==> config.mk <==
export PLATFORM = sky130hd
export DESIGN_NAME = digit_scan_controller_flat
export DESIGN_NICKNAME = d
export VERILOG_FILES = /design/src/rtl/digit_scan_controller_pkg.sv /design/src/rtl/digit_scan_controller_if.sv /design/src/rtl/digit_scan_controller_bcd_to_7seg.sv /design/src/rtl/digit_scan_controller.sv /design/src/flat_wrapper.sv
export SDC_FILE = /design/constraint.sdc
export NUM_CORES = 1
export LEC_CHECK = 0
export ABC_CLOCK_PERIOD_IN_PS = 2800
export CORE_MARGIN = 2
export CORE_UTILIZATION = 35
export DETAILED_ROUTE_END_ITERATION = 8
export GPL_TIMING_DRIVEN = 0
export SLEW_MARGIN = 20
export SYNTH_ARGS = -nofsm -noshare
export SYNTH_HDL_FRONTEND = slang
export SYNTH_SLANG_ARGS = --single-unit
==> constraint.sdc <==
create_clock -name clk -period 2.8 [get_ports clk]
set_input_delay 0.28 -clock clk [delete_from_list [all_inputs] [get_ports clk]]
set_output_delay 0.28 -clock clk [all_outputs]
set_load 0.01 [all_outputs]
==> src/rtl/digit_scan_controller_pkg.sv <==
// Shared types and 7-segment constants for the digit scan controller.
package digit_scan_pkg;

  typedef enum logic {
    BLANK = 1'b0,
    DRIVE = 1'b1
  } state_t;

  // Segment patterns, bit order {g,f,e,d,c,b,a}, active-high.
  localparam logic [6:0] SEG_0    = 7'h3F;
  localparam logic [6:0] SEG_1    = 7'h06;
  localparam logic [6:0] SEG_2    = 7'h5B;
  localparam logic [6:0] SEG_3    = 7'h4F;
  localparam logic [6:0] SEG_4    = 7'h66;
  localparam logic [6:0] SEG_5    = 7'h6D;
  localparam logic [6:0] SEG_6    = 7'h7D;
  localparam logic [6:0] SEG_7    = 7'h07;
  localparam logic [6:0] SEG_8    = 7'h7F;
  localparam logic [6:0] SEG_9    = 7'h6F;
  localparam logic [6:0] SEG_DASH = 7'h40;
  localparam logic [6:0] SEG_OFF  = 7'h00;

endpackage

==> src/rtl/digit_scan_controller_if.sv <==
// Counter-side inputs and display-side outputs of the digit scan controller.
interface digit_scan_controller_if #(
  parameter int unsigned DIGITS = 6
);

  logic                  ref_clk;
  logic [4*DIGITS-1:0]   bcd_in;
  logic                  lz_en;
  logic [6:0]            seg_out;
  logic [DIGITS-1:0]     digit_en;
  logic                  frame_done;

  modport master (
    output ref_clk, bcd_in, lz_en,
    input  seg_out, digit_en, frame_done
  );

  modport slave (
    input  ref_clk, bcd_in, lz_en,
    output seg_out, digit_en, frame_done
  );

endinterface

==> src/rtl/digit_scan_controller_bcd_to_7seg.sv <==
// Combinational BCD to 7-segment decoder; non-decimal codes show a dash.
module bcd_to_7seg
  import digit_scan_pkg::*;
(
  input  logic [3:0] bcd,
  output logic [6:0] seg
);

  // Standard decimal patterns, dash for 10-15
  always_comb begin
    case (bcd)
      4'd0:    seg = SEG_0;
      4'd1:    seg = SEG_1;
      4'd2:    seg = SEG_2;
      4'd3:    seg = SEG_3;
      4'd4:    seg = SEG_4;
      4'd5:    seg = SEG_5;
      4'd6:    seg = SEG_6;
      4'd7:    seg = SEG_7;
      4'd8:    seg = SEG_8;
      4'd9:    seg = SEG_9;
      default: seg = SEG_DASH;
    endcase
  end

endmodule

==> src/rtl/digit_scan_controller.sv <==
// Multiplexes a snapshotted BCD value onto one shared 7-segment bus with
// per-digit blanking gaps, frame-aligned updates and leading-zero blanking.
module digit_scan_controller
  import digit_scan_pkg::*;
#(
  parameter int unsigned DIGITS    = 6,
  parameter int unsigned DWELL_CYC = 1000,
  parameter int unsigned BLANK_CYC = 24
) (
  input logic                   clk,
  input logic                   rst_n,
  digit_scan_controller_if.slave bus
);

  localparam int unsigned CNT_MAX = (DWELL_CYC > BLANK_CYC) ? DWELL_CYC : BLANK_CYC;
  localparam int unsigned CW      = $clog2(CNT_MAX + 1);
  localparam int unsigned IW      = (DIGITS > 1) ? $clog2(DIGITS) : 1;

  localparam logic [CW-1:0] BLANK_LAST = CW'(BLANK_CYC - 1);
  localparam logic [CW-1:0] DWELL_LAST = CW'(DWELL_CYC - 1);
  localparam logic [IW-1:0] IDX_LAST   = IW'(DIGITS - 1);

  state_t              state, state_n;
  logic [CW-1:0]       cnt, cnt_n;
  logic [IW-1:0]       idx, idx_n;
  logic                swap;

  logic [4*DIGITS-1:0] disp_reg, pend_reg, load_val;
  logic                pend_vld;
  logic [DIGITS-1:0]   blank_mask;

  logic [DIGITS-1:0]   sel_n;
  logic [3:0]          cur_bcd;
  logic [6:0]          cur_seg;
  logic                cur_blank;

  logic [6:0]          seg_q;
  logic [DIGITS-1:0]   en_q;
  logic                fd_q;

  // Digit k is blanked when enabled and it and every higher digit are zero;
  // digit 0 is never blanked so a zero value still shows "0".
  function automatic logic [DIGITS-1:0] lz_mask(input logic [4*DIGITS-1:0] v,
                                                input logic en);
    logic zero_above;
    zero_above = 1'b1;
    lz_mask    = '0;
    for (int unsigned k = DIGITS - 1; k >= 1; k--) begin
      zero_above = zero_above && (v[4*k +: 4] == 4'd0);
      lz_mask[k] = en && zero_above;
    end
  endfunction

  // Next scan position; swap marks the final dwell cycle of the frame
  always_comb begin
    swap    = 1'b0;
    state_n = state;
    cnt_n   = cnt + 1'b1;
    idx_n   = idx;
    case (state)
      BLANK: begin
        if (cnt == BLANK_LAST) begin
          state_n = DRIVE;
          cnt_n   = '0;
        end
      end
      DRIVE: begin
        if (cnt == DWELL_LAST) begin
          state_n = BLANK;
          cnt_n   = '0;
          if (idx == IDX_LAST) begin
            idx_n = '0;
            swap  = 1'b1;
          end else begin
            idx_n = idx + 1'b1;
          end
        end
      end
    endcase
  end

  // Outputs are registered from the next-state view, so the single decoder
  // looks at the digit that will be driven in the coming cycle.
  always_comb begin
    sel_n   = '0;
    cur_bcd = '0;
    for (int unsigned k = 0; k < DIGITS; k++) begin
      if (idx_n == IW'(k)) begin
        sel_n[k] = 1'b1;
        cur_bcd  = disp_reg[4*k +: 4];
      end
    end
    cur_blank = |(sel_n & blank_mask);
  end

  bcd_to_7seg u_dec (
    .bcd (cur_bcd),
    .seg (cur_seg)
  );

  // Scan FSM, dwell counter, digit index and registered display outputs
  always_ff @(posedge clk or negedge rst_n) begin
    if (!rst_n) begin
      state <= BLANK;
      cnt   <= '0;
      idx   <= '0;
      seg_q <= SEG_OFF;
      en_q  <= '0;
      fd_q  <= 1'b0;
    end else begin
      state <= state_n;
      cnt   <= cnt_n;
      idx   <= idx_n;
      if (state_n == DRIVE) begin
        en_q  <= sel_n;
        seg_q <= cur_blank ? SEG_OFF : cur_seg;
      end else begin
        en_q  <= '0;
        seg_q <= SEG_OFF;
      end
      fd_q <= (state_n == DRIVE) && (idx_n == IDX_LAST) && (cnt_n == DWELL_LAST);
    end
  end

  // A refresh on the swap cycle bypasses the pending slot entirely
  assign load_val = bus.ref_clk ? bus.bcd_in : pend_reg;

  // Snapshot capture and frame-boundary swap onto the display value
  always_ff @(posedge clk or negedge rst_n) begin
    if (!rst_n) begin
      pend_reg   <= '0;
      pend_vld   <= 1'b0;
      disp_reg   <= '0;
      blank_mask <= '0;
    end else if (swap) begin
      pend_vld <= 1'b0;
      if (bus.ref_clk || pend_vld) begin
        disp_reg   <= load_val;
        blank_mask <= lz_mask(load_val, bus.lz_en);
      end
    end else if (bus.ref_clk) begin
      pend_reg <= bus.bcd_in;
      pend_vld <= 1'b1;
    end
  end

  assign bus.seg_out    = seg_q;
  assign bus.digit_en   = en_q;
  assign bus.frame_done = fd_q;

endmodule

==> src/flat_wrapper.sv <==
// flat-port wrapper written by rule: the top's interface ports become plain ports
module digit_scan_controller_flat import digit_scan_pkg::*;
#(
  parameter int unsigned DIGITS    = 6,
  parameter int unsigned DWELL_CYC = 1000,
  parameter int unsigned BLANK_CYC = 24
)
  (clk, rst_n, bus_ref_clk, bus_bcd_in, bus_lz_en, bus_seg_out, bus_digit_en, bus_frame_done);
  digit_scan_controller_if #(.DIGITS(DIGITS)) bus_i ();
  input logic clk;
  input logic rst_n;
  input wire logic [$bits(bus_i.ref_clk)-1:0] bus_ref_clk;
  input wire logic [$bits(bus_i.bcd_in)-1:0] bus_bcd_in;
  input wire logic [$bits(bus_i.lz_en)-1:0] bus_lz_en;
  output wire logic [$bits(bus_i.seg_out)-1:0] bus_seg_out;
  output wire logic [$bits(bus_i.digit_en)-1:0] bus_digit_en;
  output wire logic [$bits(bus_i.frame_done)-1:0] bus_frame_done;
  assign bus_i.ref_clk = bus_ref_clk;
  assign bus_i.bcd_in = bus_bcd_in;
  assign bus_i.lz_en = bus_lz_en;
  assign bus_seg_out = bus_i.seg_out;
  assign bus_digit_en = bus_i.digit_en;
  assign bus_frame_done = bus_i.frame_done;
  digit_scan_controller #(.DIGITS(DIGITS), .DWELL_CYC(DWELL_CYC), .BLANK_CYC(BLANK_CYC)) u_core (.clk(clk), .rst_n(rst_n), .bus(bus_i));
endmodule
==> metrics.yaml <==
status: "completed"
clock_latency_ns: 0.34
worstMarginPinSlew_ns: 0.744
cts_sinks: 82
syn_area_per_cell_sq_um: 10.3
stdcell_count: 692
cts_buffers: 9
ys.flop_type: "dfrtp_1"
synth_fp_nets: 479
m1WireLength_microns: 5160
reg2reg_from: "u_core.cnt[4]"
synth_top_area_share_pct: 44.9
critPathLaunch: "u_core.cnt[4]"
syn-instance-count: 445
synth_edf_count: 0
worstPathMaxFanout: 7
startpoint_type: "flip-flop"
clk_path_buf_depth: 2
synth-seq-cells: 82
routed.top_layer: "met4"
drv_cap: 0
hold_path_startpoint: "bus_ref_clk"
p_leak_nw: 2.49
std_cell_rows: 41
period_minus_slack_ns: 2.76
rrSetupSlack_ns: 0.04
cts.clk_slew.worst_paths_ns: 0.06
setup_viol_count_final: 0
end_kind: "flip-flop"
die_h_microns: 118
worstSetupPathType: "flip-flop to flip-flop"
dp_slack_ns: -0.350
insertedDiodeCount: 0
grt_max_degree: 48
grt_pass1_wl_microns: 18700
antenna_found_initial: 0
post-route-period-util_pct: 98.4
arrival_ns: 3.02
place_inst: 658
detail-route-antenna-nets: 0
ys_top_cells_by_area: "dfrtp_1 (45%), mux2i_1 (7.7%), mux2_2 (6.9%)"
route.detailed.drc: 0
drt_iter0_drc: 195
ys_seq_area_share_pct: 44.9
power_density_mw_per_mm2: 483
dr_wl_met2_microns: 5470
initial_core_util_pct: 36.1
synth_area_leader_cell: "dfrtp_1"
grt_pass1_vias: 3646
post_drt_wl_per_cell_microns: 16.5
ys_warn_count: 0
overflow: 0
finalSetupTns_ns: 0
dpl.hpwl_microns: 8210
track_usage_pct: 16.7
cts_max_level: 3
cts-root-buf: "clkbuf_16"
slew_headroom_pct: 50.4
nets: 549
die_x_microns: 118
hold_violations: 0
io_buffers: 40
ios: 42
cts_tree: "done"
worst_slack_ns: 0.0447
fin_skew_ns: 0.00609
fillers: 1232
route.vias.total: 3708
hold_class: "primary input to flip-flop"
synthArstFlopShare_pct: 100
synth.most_common_cell: "dfrtp_1"
slew_violations: 0
wl_microns: 11400
layout-drive-gt1-share_pct: 24.2
yosys-top-cells-count: "dfrtp_1 (82), nand2_1 (55), mux2i_1 (35), o21ai_0 (35), mux2_2 (28)"
synthToLayoutAreaGrowth_pct: 29.2
required_ns: 3.06
max_freq_mhz: 363
syn_area_sq_mm: 0.00457
core_area_sq_mm: 0.0127
vias_per_cell: 5.36
die_area_sq_mm: 0.0140
first_pass_iters: 4
vdd_ir_drop_max_mv: 0.342
routabilityCongestion: 0.931
synth.distinct_cells: 72
wl_met3_microns: 642
[cell families (layout without fill, tap and decap cells)]
family / count (synthesis) / after routing / synth area share, %
multiplexers: 64 / 64 / 14.9
AND/OR/NAND/NOR: 156 / 156 / 18.6
adder cells (fa/ha/maj): 7 / 7 / 1.86
buffers and inverters: 36 / 111 / 4.00
XOR/XNOR: 9 / 9 / 1.72
flip-flops: 82 / 82 / 44.9
AO/OA/AOI/OAI: 91 / 91 / 14.0
[worst paths after layout]
kind	cells after the start	endpoint
min reg2reg	2	u_core.disp_reg[8]
max	11	u_core.bus.seg_out[6]
max in group asynchronous	3	u_core.cnt[0]
min	3	u_core.pend_vld
max reg2reg	11	u_core.bus.seg_out[6]
min in group asynchronous	2	u_core.pend_reg[22]
[cell type report]
type                    count  area, sq um  share of cell area [%]
well taps                 172          215                    3.64
plain buffers              28          185                    3.14
inverters                   7         26.3                   0.445
repair buffers             60          582                    9.85
multi-input cells         327         2520                    42.6
clock inverters             5         85.1                    1.44
clock buffers              11          243                    4.11
flip-flops and latches     82         2050                    34.7
[layout by cell type (no fill, tap or decap), types with 5 or more instances in the layout]
| cell | instances |
|---|---|
| buf_2 | 6 |
| nor4_1 | 5 |
| nand4_1 | 7 |
| xnor2_1 | 5 |
| nand3_1 | 10 |
| inv_1 | 5 |
| nand2_1 | 55 |
| buf_6 | 7 |
| clkdlybuf4s50_1 | 39 |
| dfrtp_1 | 82 |
| a21oi_1 | 11 |
| o21ai_0 | 35 |
| clkbuf_16 | 9 |
| nor2_1 | 26 |
| mux2_2 | 28 |
| nor3_1 | 9 |
| buf_4 | 18 |
| clkbuf_1 | 10 |
| a22oi_1 | 5 |
| mux2i_1 | 34 |
[per-layer routing]
| layer | GRT usage [%] | up-vias |
|---|---|---|
| li1 | - | 1770 |
| met1 | 22.4 | 1812 |
| met2 | 27.2 | 111 |
| met3 | 3.76 | 15 |
| met4 | 4.82 | 0 |
| met5 | 0 | - |
[worst max-delay path: stages, from the launching register on]
cell	delay, ns
dfrtp_1	0.40
buf_6	0.14
nand3b_1	0.25
nor3_4	0.35
buf_6	0.16
mux2i_1	0.08
a32o_2	0.30
a211oi_4	0.31
inv_2	0.10
ha_2	0.19
mux2_2	0.26
a21oi_1	0.14
[power by group]
group | switching (W) | internal [W] | total, W
logic | 0.000119 | 0.000139 | 0.000258
registers | 0.0000396 | 0.00124 | 0.00128
clock network | 0.000499 | 0.000813 | 0.00131
total | 0.000658 | 0.00219 | 0.00285
[stage by stage]
| step | total power [W] | util (%) | hold WS, ns | instance area, sq um |
|---|---|---|---|---|
| 2_1_floorplan | 0.00142 | - | -0.0156 | 4580 |
| 3_3_place_gp | 0.00154 | 41.0 | 0.465 | 5190 |
| 4_1_cts | 0.00287 | 44.5 | 0.342 | 5640 |
| 5_1_grt | 0.00297 | 46.6 | 0.380 | 5910 |
| 6_report | 0.00285 | 46.6 | 0.345 | 5910 |
| 3_5_place_dp | 0.00155 | 41.2 | 0.288 | 5220 |
[timing repair]
action	4_1_cts	5_1_grt
hold buffers	1	0
gates resized for setup	7	46
pin swaps	3	10
endpoints found under the setup margin	8	27
hold endpoints to repair	35	0
setup buffers	7	11
No activity file was read; power rests on OpenSTA's default activity.
